===== src/rtl/hazard_forward_ctrl_pkg.sv =====
// Shared definitions for the hazard/forwarding controller: FSM state type,
// forwarding select codes and the flush-length bound.
package hazard_pkg;

    typedef enum logic [1:0] {
        ST_RUN     = 2'd0,
        ST_FLUSH   = 2'd1,
        ST_MC_WAIT = 2'd2
    } state_t;

    localparam logic [1:0] FWD_RF  = 2'b00;
    localparam logic [1:0] FWD_WB  = 2'b01;
    localparam logic [1:0] FWD_MEM = 2'b10;

    localparam int unsigned FLUSH_CYCLES_MAX = 4;

endpackage


===== src/rtl/hazard_forward_ctrl_if.sv =====
// Pipeline-side signal bundle of the hazard/forwarding controller.
interface hazard_forward_ctrl_if #(
    parameter int unsigned REG_AW = 5
);
    logic [REG_AW-1:0] id_rs1;
    logic [REG_AW-1:0] id_rs2;
    logic              id_use_rs1;
    logic              id_use_rs2;
    logic [REG_AW-1:0] ex_rs1;
    logic [REG_AW-1:0] ex_rs2;
    logic [REG_AW-1:0] ex_rd;
    logic              ex_mem_read;
    logic [REG_AW-1:0] mem_rd;
    logic              mem_reg_write;
    logic [REG_AW-1:0] wb_rd;
    logic              wb_reg_write;
    logic              branch_taken;
    logic              mc_start;
    logic              mc_done;
    logic              stall;
    logic              bubble;
    logic              flush;
    logic [1:0]        fwd_a;
    logic [1:0]        fwd_b;
    logic              busy;

    modport master (
        output id_rs1, id_rs2, id_use_rs1, id_use_rs2,
        output ex_rs1, ex_rs2, ex_rd, ex_mem_read,
        output mem_rd, mem_reg_write, wb_rd, wb_reg_write,
        output branch_taken, mc_start, mc_done,
        input  stall, bubble, flush, fwd_a, fwd_b, busy
    );

    modport slave (
        input  id_rs1, id_rs2, id_use_rs1, id_use_rs2,
        input  ex_rs1, ex_rs2, ex_rd, ex_mem_read,
        input  mem_rd, mem_reg_write, wb_rd, wb_reg_write,
        input  branch_taken, mc_start, mc_done,
        output stall, bubble, flush, fwd_a, fwd_b, busy
    );
endinterface


===== src/rtl/hazard_forward_ctrl_fwd_sel.sv =====
// Per-operand forwarding select: the younger EX/MEM result beats MEM/WB; x0 never forwards.
module fwd_sel
    import hazard_pkg::*;
#(
    parameter int unsigned REG_AW = 5
) (
    input  logic [REG_AW-1:0] rs_i,
    input  logic [REG_AW-1:0] mem_rd_i,
    input  logic              mem_we_i,
    input  logic [REG_AW-1:0] wb_rd_i,
    input  logic              wb_we_i,
    output logic [1:0]        sel_o
);

    always_comb begin
        sel_o = FWD_RF;
        if (mem_we_i && (mem_rd_i != '0) && (mem_rd_i == rs_i)) begin
            sel_o = FWD_MEM;
        end else if (wb_we_i && (wb_rd_i != '0) && (wb_rd_i == rs_i)) begin
            sel_o = FWD_WB;
        end
    end

endmodule


===== src/rtl/hazard_forward_ctrl.sv =====
// Pipeline hazard controller: load-use stall, branch flush sequencing,
// multi-cycle EX wait and operand forwarding selection.
module hazard_forward_ctrl
    import hazard_pkg::*;
#(
    parameter int unsigned REG_AW       = 5,
    parameter int unsigned FLUSH_CYCLES = 1,
    parameter bit          FWD_EN       = 1'b1
) (
    input  logic                  clk,
    input  logic                  rst,
    hazard_forward_ctrl_if.slave  bus
);

    localparam int unsigned FC    = (FLUSH_CYCLES > FLUSH_CYCLES_MAX) ? FLUSH_CYCLES_MAX : FLUSH_CYCLES;
    localparam int unsigned CNT_W = $clog2(FC + 1);

    state_t           state_q, state_d;
    logic [CNT_W-1:0] cnt_q, cnt_d;
    logic             load_use;
    logic             stall, bubble, flush, busy;

    assign load_use = bus.ex_mem_read && (bus.ex_rd != '0) &&
                      ((bus.id_use_rs1 && (bus.id_rs1 == bus.ex_rd)) ||
                       (bus.id_use_rs2 && (bus.id_rs2 == bus.ex_rd)));

    always_ff @(posedge clk) begin
        if (rst) begin
            state_q <= ST_RUN;
            cnt_q   <= '0;
        end else begin
            state_q <= state_d;
            cnt_q   <= cnt_d;
        end
    end

    always_comb begin
        state_d = state_q;
        cnt_d   = cnt_q;
        unique case (state_q)
            ST_RUN: begin
                if (bus.branch_taken) begin
                    if (FC > 1) begin
                        state_d = ST_FLUSH;
                        cnt_d   = CNT_W'(FC - 1);
                    end
                end else if (bus.mc_start) begin
                    state_d = ST_MC_WAIT;
                end
            end
            ST_FLUSH: begin
                cnt_d = cnt_q - CNT_W'(1);
                if (cnt_q == CNT_W'(1)) begin
                    state_d = ST_RUN;
                end
            end
            ST_MC_WAIT: begin
                if (bus.mc_done) begin
                    state_d = ST_RUN;
                end
            end
            default: begin
                state_d = ST_RUN;
                cnt_d   = '0;
            end
        endcase
    end

    // Reset forces every control output low regardless of the registered state.
    always_comb begin
        stall  = 1'b0;
        bubble = 1'b0;
        flush  = 1'b0;
        busy   = 1'b0;
        if (!rst) begin
            unique case (state_q)
                ST_RUN: begin
                    if (bus.branch_taken) begin
                        flush = 1'b1;
                    end else if (!bus.mc_start && load_use) begin
                        stall  = 1'b1;
                        bubble = 1'b1;
                    end
                end
                ST_FLUSH: begin
                    flush = 1'b1;
                    busy  = 1'b1;
                end
                ST_MC_WAIT: begin
                    busy   = 1'b1;
                    stall  = !bus.mc_done;
                    bubble = !bus.mc_done;
                end
                default: ;
            endcase
        end
    end

    assign bus.stall  = stall;
    assign bus.bubble = bubble;
    assign bus.flush  = flush;
    assign bus.busy   = busy;

    generate
        if (FWD_EN) begin : g_fwd
            fwd_sel #(.REG_AW(REG_AW)) u_fwd_a (
                .rs_i     (bus.ex_rs1),
                .mem_rd_i (bus.mem_rd),
                .mem_we_i (bus.mem_reg_write),
                .wb_rd_i  (bus.wb_rd),
                .wb_we_i  (bus.wb_reg_write),
                .sel_o    (bus.fwd_a)
            );
            fwd_sel #(.REG_AW(REG_AW)) u_fwd_b (
                .rs_i     (bus.ex_rs2),
                .mem_rd_i (bus.mem_rd),
                .mem_we_i (bus.mem_reg_write),
                .wb_rd_i  (bus.wb_rd),
                .wb_we_i  (bus.wb_reg_write),
                .sel_o    (bus.fwd_b)
            );
        end else begin : g_no_fwd
            assign bus.fwd_a = FWD_RF;
            assign bus.fwd_b = FWD_RF;
        end
    endgenerate

endmodule


===== src/flat_wrapper.sv =====
// flat-port wrapper written by rule: the top's interface ports become plain ports
module hazard_forward_ctrl_flat import hazard_pkg::*;
#(
    parameter int unsigned REG_AW       = 5,
    parameter int unsigned FLUSH_CYCLES = 1,
    parameter bit          FWD_EN       = 1'b1
)
  (clk, rst, bus_id_rs1, bus_id_rs2, bus_id_use_rs1, bus_id_use_rs2, bus_ex_rs1, bus_ex_rs2, bus_ex_rd, bus_ex_mem_read, bus_mem_rd, bus_mem_reg_write, bus_wb_rd, bus_wb_reg_write, bus_branch_taken, bus_mc_start, bus_mc_done, bus_stall, bus_bubble, bus_flush, bus_fwd_a, bus_fwd_b, bus_busy);
  hazard_forward_ctrl_if #(.REG_AW(REG_AW)) bus_i ();
  input  logic clk;
  input  logic rst;
  input wire logic [$bits(bus_i.id_rs1)-1:0] bus_id_rs1;
  input wire logic [$bits(bus_i.id_rs2)-1:0] bus_id_rs2;
  input wire logic [$bits(bus_i.id_use_rs1)-1:0] bus_id_use_rs1;
  input wire logic [$bits(bus_i.id_use_rs2)-1:0] bus_id_use_rs2;
  input wire logic [$bits(bus_i.ex_rs1)-1:0] bus_ex_rs1;
  input wire logic [$bits(bus_i.ex_rs2)-1:0] bus_ex_rs2;
  input wire logic [$bits(bus_i.ex_rd)-1:0] bus_ex_rd;
  input wire logic [$bits(bus_i.ex_mem_read)-1:0] bus_ex_mem_read;
  input wire logic [$bits(bus_i.mem_rd)-1:0] bus_mem_rd;
  input wire logic [$bits(bus_i.mem_reg_write)-1:0] bus_mem_reg_write;
  input wire logic [$bits(bus_i.wb_rd)-1:0] bus_wb_rd;
  input wire logic [$bits(bus_i.wb_reg_write)-1:0] bus_wb_reg_write;
  input wire logic [$bits(bus_i.branch_taken)-1:0] bus_branch_taken;
  input wire logic [$bits(bus_i.mc_start)-1:0] bus_mc_start;
  input wire logic [$bits(bus_i.mc_done)-1:0] bus_mc_done;
  output wire logic [$bits(bus_i.stall)-1:0] bus_stall;
  output wire logic [$bits(bus_i.bubble)-1:0] bus_bubble;
  output wire logic [$bits(bus_i.flush)-1:0] bus_flush;
  output wire logic [$bits(bus_i.fwd_a)-1:0] bus_fwd_a;
  output wire logic [$bits(bus_i.fwd_b)-1:0] bus_fwd_b;
  output wire logic [$bits(bus_i.busy)-1:0] bus_busy;
  assign bus_i.id_rs1 = bus_id_rs1;
  assign bus_i.id_rs2 = bus_id_rs2;
  assign bus_i.id_use_rs1 = bus_id_use_rs1;
  assign bus_i.id_use_rs2 = bus_id_use_rs2;
  assign bus_i.ex_rs1 = bus_ex_rs1;
  assign bus_i.ex_rs2 = bus_ex_rs2;
  assign bus_i.ex_rd = bus_ex_rd;
  assign bus_i.ex_mem_read = bus_ex_mem_read;
  assign bus_i.mem_rd = bus_mem_rd;
  assign bus_i.mem_reg_write = bus_mem_reg_write;
  assign bus_i.wb_rd = bus_wb_rd;
  assign bus_i.wb_reg_write = bus_wb_reg_write;
  assign bus_i.branch_taken = bus_branch_taken;
  assign bus_i.mc_start = bus_mc_start;
  assign bus_i.mc_done = bus_mc_done;
  assign bus_stall = bus_i.stall;
  assign bus_bubble = bus_i.bubble;
  assign bus_flush = bus_i.flush;
  assign bus_fwd_a = bus_i.fwd_a;
  assign bus_fwd_b = bus_i.fwd_b;
  assign bus_busy = bus_i.busy;
  hazard_forward_ctrl #(.REG_AW(REG_AW), .FLUSH_CYCLES(FLUSH_CYCLES), .FWD_EN(FWD_EN)) u_core (.clk(clk), .rst(rst), .bus(bus_i));
endmodule

===== config.mk =====
export PLATFORM = sky130hd
export DESIGN_NAME = hazard_forward_ctrl_flat
export DESIGN_NICKNAME = d
export VERILOG_FILES = /design/src/rtl/hazard_forward_ctrl_pkg.sv /design/src/rtl/hazard_forward_ctrl_if.sv /design/src/rtl/hazard_forward_ctrl_fwd_sel.sv /design/src/rtl/hazard_forward_ctrl.sv /design/src/flat_wrapper.sv
export SDC_FILE = /design/constraint.sdc
export NUM_CORES = 1
export LEC_CHECK = 0
export ABC_AREA = 1
export CAP_MARGIN = 25
export CORE_MARGIN = 2
export CORE_UTILIZATION = 31
export CTS_BUF_LIST = sky130_fd_sc_hd__clkbuf_2
export DETAILED_ROUTE_END_ITERATION = 10
export HOLD_SLACK_MARGIN = 0.08
export PLACE_DENSITY = 0.79
export SLEW_MARGIN = 20
export SYNTH_ARGS = -nofsm -noshare
export SYNTH_HDL_FRONTEND = slang
export SYNTH_SLANG_ARGS = --single-unit
export TNS_END_PERCENT = 100

===== constraint.sdc =====
create_clock -name clk -period 1.6 [get_ports clk]
set_input_delay 0.4 -clock clk [delete_from_list [all_inputs] [get_ports clk]]
set_output_delay 0.4 -clock clk [all_outputs]
set_load 0.02 [all_outputs]

* Yosys cells after proc, flatten, opt, wreduce, memory -nomap -nowiden *
Index checks and enable logic that the tools add are counted.

word-level totals
  register bits = 3
  latch bits = 0
  memory bits (writable) = 0
  ROM bits = 0
  bits of input ports = 45
  output and inout bits = 8
  word-level logic and storage cells = 55
  memories = 0

cells by class
  $add $sub $neg = 1
  $mul = 0
  div/mod/pow operators = 0
  order comparisons = 0
  equality and inequality tests = 12
  shift operators = 0
  muxes and demuxes = 19
  bitwise operators = 0
  reductions and logical operators = 21

operator list
  cell                                                 number
  equality test 5 bit                                  6
  nonzero test 5 bit                                   3
  two-way mux 2 bit                                    6
  logical AND 1 bit                                    11
  two-way mux 1 bit                                    9
  != test 2 bit, second input constant                 3
  case mux 1 bit (2 select lines)                      3
  case mux 2 bit (3 select lines)                      1
  AND reduction 4 bit                                  1
  OR reduction 2 bit                                   2
  equality test 2 x 1 -> 1 bit, second input constant  1
  equality test 2 bit, second input constant           1
  zero test 1 bit                                      2
  zero test 2 bit                                      1
  != test 2 x 1 -> 1 bit, second input constant        1
  logical OR 1 bit                                     1
  subtractor 1 bit, second input constant              1

* Logic depth before layout (Yosys ltp) *
  word-level depth = 9
  depth in mapped cells = 9
  mapped depth without buffers = 8

* Cells and area by module *
From an unflattened synthesis, not the netlist that was laid out.

unflattened totals
  cell total of the unflattened synthesis = 168
  area, all modules = 723.2 µm²

modules (own cells, without submodules)
  module               instances  cells each  area each (µm²)  seq. area each (µm²)
  fwd_sel              2          50          214.0            0.0
  hazard_forward_ctrl  1          68          295.3            20.0

* Least setup slack after synthesis *
No wires, ideal clock.

  path type = in2out
  start = in bus_ex_rd[2]
  end = out bus_stall
  arrival time = 1255 ps
  data required time = 1200 ps
  slack = -55 ps
  cell stages on the path = 9
  buffers on the path = 1
  path through = inv_1 nand2_1 nand2_1 nor2_1 nand3_1 nand2_1 nand2_1 a21oi_2 buf_4

on the way
  word-level cells in the longest chain between the ends = 9
  elaborated cells between the ends (all ways) = 13
  those cells by class = eq/ne (2); mux (4); reduce/logical (7)

RTL lines
  element                                 RTL line                                              source
  start, declared                         flat_wrapper.sv:18                                    input wire logic [$bits(bus_i.ex_rd)-1:0] bus_ex_rd;
  equality test 5 bit (on tied branches)  hazard_forward_ctrl.sv:24, hazard_forward_ctrl.sv:25
  logical AND 1 bit (on tied branches)    hazard_forward_ctrl.sv:24, hazard_forward_ctrl.sv:25
  logical OR 1 bit                        hazard_forward_ctrl.sv:24                             ((bus.id_use_rs1 && (bus.id_rs1 == bus.ex_rd)) ||
  logical AND 1 bit (*)                   hazard_forward_ctrl.sv:23                             assign load_use = bus.ex_mem_read && (bus.ex_rd != '0) &&
  logical AND 1 bit (*)                   hazard_forward_ctrl.sv:80                             end else if (!bus.mc_start && load_use) begin
  two-way mux 1 bit (*) (2 in a row)      n/a
  case mux 1 bit (2 select lines) (*)     n/a
  two-way mux 1 bit (*)                   n/a
  end, declared                           flat_wrapper.sv:27                                    output wire logic [$bits(bus_i.stall)-1:0] bus_stall;

Mark *: on every way between the ends. The rest lies on a longest branch, timed or not.

* Worst setup path after layout *
  start = in bus_wb_rd[3]
  end = out bus_fwd_a[0]

on the way
  word-level cells in the longest chain between the ends = 5
  elaborated cells between the ends (all ways) = 6
  those cells by class = eq/ne (1); mux (2); reduce/logical (3)

RTL lines
  element                RTL line                           source
  start, declared        flat_wrapper.sv:22                 input wire logic [$bits(bus_i.wb_rd)-1:0] bus_wb_rd;
  nonzero test 5 bit     hazard_forward_ctrl_fwd_sel.sv:19  end else if (wb_we_i && (wb_rd_i != '0) && (wb_rd_i == rs_i)) begin
  logical AND 1 bit      hazard_forward_ctrl_fwd_sel.sv:19
  logical AND 1 bit (*)  hazard_forward_ctrl_fwd_sel.sv:19
  two-way mux 1 bit (*)  hazard_forward_ctrl_fwd_sel.sv:19
  two-way mux 2 bit (*)  hazard_forward_ctrl_fwd_sel.sv:17  if (mem_we_i && (mem_rd_i != '0) && (mem_rd_i == rs_i)) begin
  end, declared          flat_wrapper.sv:30                 output wire logic [$bits(bus_i.fwd_a)-1:0] bus_fwd_a;

Marks and branches as above.

==> qor.log <==
INFO  run_status     violations=setup timing
INFO  timing         clock.fmax=611MHz
INFO  worst_setup_path rr_worst_depth=3
INFO  grt            number_of_antenna_violations_at_the_first_check_in_global_routing=0
INFO  yosys          post_synth_inst_count=108
INFO  timing         min_period_over_period=102%
INFO  timing         fin_crit=1.64ns
INFO  min_path       hold_depth=3
INFO  power          share_of_power_burned_in_registers=8.2%
INFO  final_layout   largest_reg_flops=1
INFO  final_layout   final_design_area_no_fill=1300um2
INFO  power          ir_drop=148uV
INFO  worst_setup_path reg2reg_from=u_core.state_q[1]
INFO  worst_setup_path r2r_setup_slack=0.76ns
INFO  power          clock_share_of_power=0%
INFO  placed_design  buffer_ports.inserted=52
INFO  worst_setup_path path_cells=buf_8 > xor2_1 > nor3_1 > nand4_1 > nor2_1 > buf_4
INFO  grt            grt_first_pass_wirelength=3010um
INFO  clocking       path_clk_slew=0ns
INFO  final_layout   drive_gt1_share=50.6%
INFO  timing         fin_worst_setup_slack=-0.0374ns
INFO  floorplan      initial_utilization=33.1%
INFO  final_layout   register_with_the_most_flip_flops=u_core.state_q
INFO  clocking       postCtsHoldBufs=0
INFO  worst_setup_path worst_setup_path_end_kind=output pin
INFO  floorplan      floorplan.die.width=47.2um
INFO  placed_design  dpl-instance-area=1160um2
INFO  timing         final_setup_viols=4
INFO  yosys          yosysTopAreaCell=sky130_fd_sc_hd__nand2_1
INFO  placed_design  place_ws=-0.981ns
INFO  grt            grt_overflow=0
INFO  worst_setup_path cpMaxStageDelayCell=sky130_fd_sc_hd__nor3_1
INFO  timing         maxSlewViolCount=0
INFO  routing        detail_route.vias_per_cell=4.60
INFO  timing         timing.clock.skew=0ns
INFO  worst_setup_path crit_type=in2out
INFO  yosys          ys.warnings.count=0
INFO  placed_design  gp_congestion=0.822
INFO  grt            grt_start_max_net_pins=5
INFO  timing         worst-slew-pin-transition=0.212ns
INFO  yosys          synth_cell_type_count=19
INFO  timing         rsz_0062_raised_after_global_routing=true
INFO  final_layout   final_common_cell=sky130_fd_sc_hd__nand2_1
INFO  grt            number_of_global_route_vias_before_repair=827
INFO  min_path       hold_path_class=reg2reg
INFO  final_layout   antenna-diode-count=0
INFO  placed_design  dp.final_hpwl=1710um
INFO  flow_run       max_cap_violations=0
INFO  worst_setup_path max_stage_delay=0.23ns
INFO  final_layout   nNetsFinal=211
INFO  routing        avgRoutedWirePerCell=11.1um
INFO  yosys          synth_top_area_share=21.4%
INFO  timing         slew_headroom=85.7%
INFO  power          p_sw_share=38.4%
INFO  floorplan      boundaryPins=53
INFO  worst_setup_path cp_max_fo=3
INFO  yosys          synth_area_per_cell=5.35um2
INFO  power          p_per_area=261nW/um2
INFO  floorplan      die_height=47.2um
INFO  worst_setup_path cp.arrival=1.24ns
INFO  final_layout   layout.cells.most_common_list=25 x sky130_fd_sc_hd__nand2_1, 18 x sky130_fd_sc_hd__buf_6, 16 x sky130_fd_sc_hd__nor2_1
INFO  floorplan      core_area=1750um2
INFO  power          internal_power=209uW
INFO  power          power.total=339uW
INFO  routing        detail_route.drc_violations=0
INFO  worst_setup_path worst-endpoint-required=1.20ns
INFO  worst_setup_path crit_path_start_kind=input pin
INFO  power          net-switching-power=130uW
INFO  final_layout   layout_top_registers=u_core.state_q (1)
INFO  yosys          synth_top_cells_by_area=sky130_fd_sc_hd__nand2_1 21%, sky130_fd_sc_hd__xnor2_1 18%, sky130_fd_sc_hd__xor2_1 12%
INFO  routing        vias=869
INFO  yosys          synth_nets=153
INFO  power          power_leakage=0.685nW
INFO  final_layout   area_delta_synth_final=125%
INFO  routing        detail_route.wirelength=2100um
INFO  final_layout   final_core_util=74.6%
INFO  routing        first_iter_violations=9
INFO  min_path       timing.hold.worst.start=u_core.state_q[1]
INFO  min_path       hold_end=u_core.state_q[1]
INFO  clocking       clock_latency_at_the_later_pin_of_the_worst_skew_pair=0ns
INFO  routing        drt.antenna.violating_nets=0
INFO  timing         finalHoldWorstSlack=0.533ns
INFO  worst_setup_path r2r_end=u_core.state_q[1]
INFO  grt            global_route.usage.total=18.3%
INFO  yosys          synth_seq_area_share=3.46%
INFO  floorplan      row_count=15
INFO  floorplan      dieArea=2230um2
INFO  routing        first_pass_iters=4
INFO  timing         final-hold-violation-count=0
INFO  power          comb_power_share=91.8%
INFO  run_status     run_status=complete, but fails checks
INFO  yosys          netlist_area=578um2
INFO  yosys          ys_ff_latch=1
-- per-layer routing --
layer	GRT usage (%)	vias to the layer above	share of wire [%]
li1	-	444	-
met2	38.1	44	51
met4	1.11	0	0
met3	3.08	0	12
met5	0	-	0
met1	19.6	381	37
-- power by group through the flow --
stage / logic [mW] / clock network (mW) / registers [mW]
floorplan: 0.103 / 0 / 0.0274
global placement: 0.263 / 0 / 0.0276
detailed placement: 0.268 / 0 / 0.0276
CTS: 0.265 / 0 / 0.0276
global route: 0.334 / 0 / 0.0279
finish: 0.311 / 0 / 0.0278
-- what timing repair did --
action	4_1_cts	5_1_grt
pin swaps	48	43
resized for setup	217	50
endpoints found under the setup margin	8	6
buffers inserted	1	0
-- worst max-delay path: cells and delay by family --
family / cells / cell delay [ns]
simple gates: 3 / 0.44
buf+inv: 2 / 0.25
xor+xnor: 1 / 0.15
-- metrics by stage --
step	setup TNS (ns)	instances
2_1_floorplan	0	108
3_3_place_gp	-6.21	188
3_5_place_dp	-6.24	188
4_1_cts	-0.274	189
5_1_grt	-0.317	189
6_report	-0.0972	189
-- final cells by class --
type                       count  area (um2)
multi-input combinational     89         599
fill                         136         444
tap                           25        31.3
sequential                     1        20.0
inverter                      17        81.3
timing repair buffer          57         569
-- worst max path at each step --
stage | depth (start not counted) | from | to
2_1_floorplan | 9 | bus_ex_rd[2] | bus_stall
3_3_place_gp | 10 | bus_ex_rd[1] | bus_bubble
3_5_place_dp | 10 | bus_ex_rd[1] | bus_bubble
4_1_cts | 10 | bus_ex_rd[1] | bus_bubble
5_1_grt | 10 | bus_ex_rd[2] | bus_bubble
6_report | 6 | bus_wb_rd[3] | bus_fwd_a[0]
-- synthesized netlist by cell type --
cell type	n
sky130_fd_sc_hd__nor3_2	2
sky130_fd_sc_hd__nand3_1	2
sky130_fd_sc_hd__nor2_1	17
sky130_fd_sc_hd__xnor2_1	12
sky130_fd_sc_hd__nand2_1	33
sky130_fd_sc_hd__inv_1	14
sky130_fd_sc_hd__a21oi_2	1
sky130_fd_sc_hd__inv_2	3
sky130_fd_sc_hd__nand2_2	1
sky130_fd_sc_hd__xor2_1	8
sky130_fd_sc_hd__o21ai_0	1
sky130_fd_sc_hd__a21oi_1	1
sky130_fd_sc_hd__nand4_1	6
sky130_fd_sc_hd__dfxtp_1	1
sky130_fd_sc_hd__buf_4	1
sky130_fd_sc_hd__o21ai_2	1
sky130_fd_sc_hd__nor3_1	2
sky130_fd_sc_hd__or2_2	1
sky130_fd_sc_hd__nor2_2	1
-- cells by family after synthesis --
group	count (synthesis)	synth area share [%]
AND/OR/NAND/NOR	65	49.1
XOR/XNOR	20	30.3
buffers and inverters	18	12.3
AO/OA/AOI/OAI	4	4.76
flip-flops	1	3.46
Note: power is estimated with default switching activity, not from simulation.
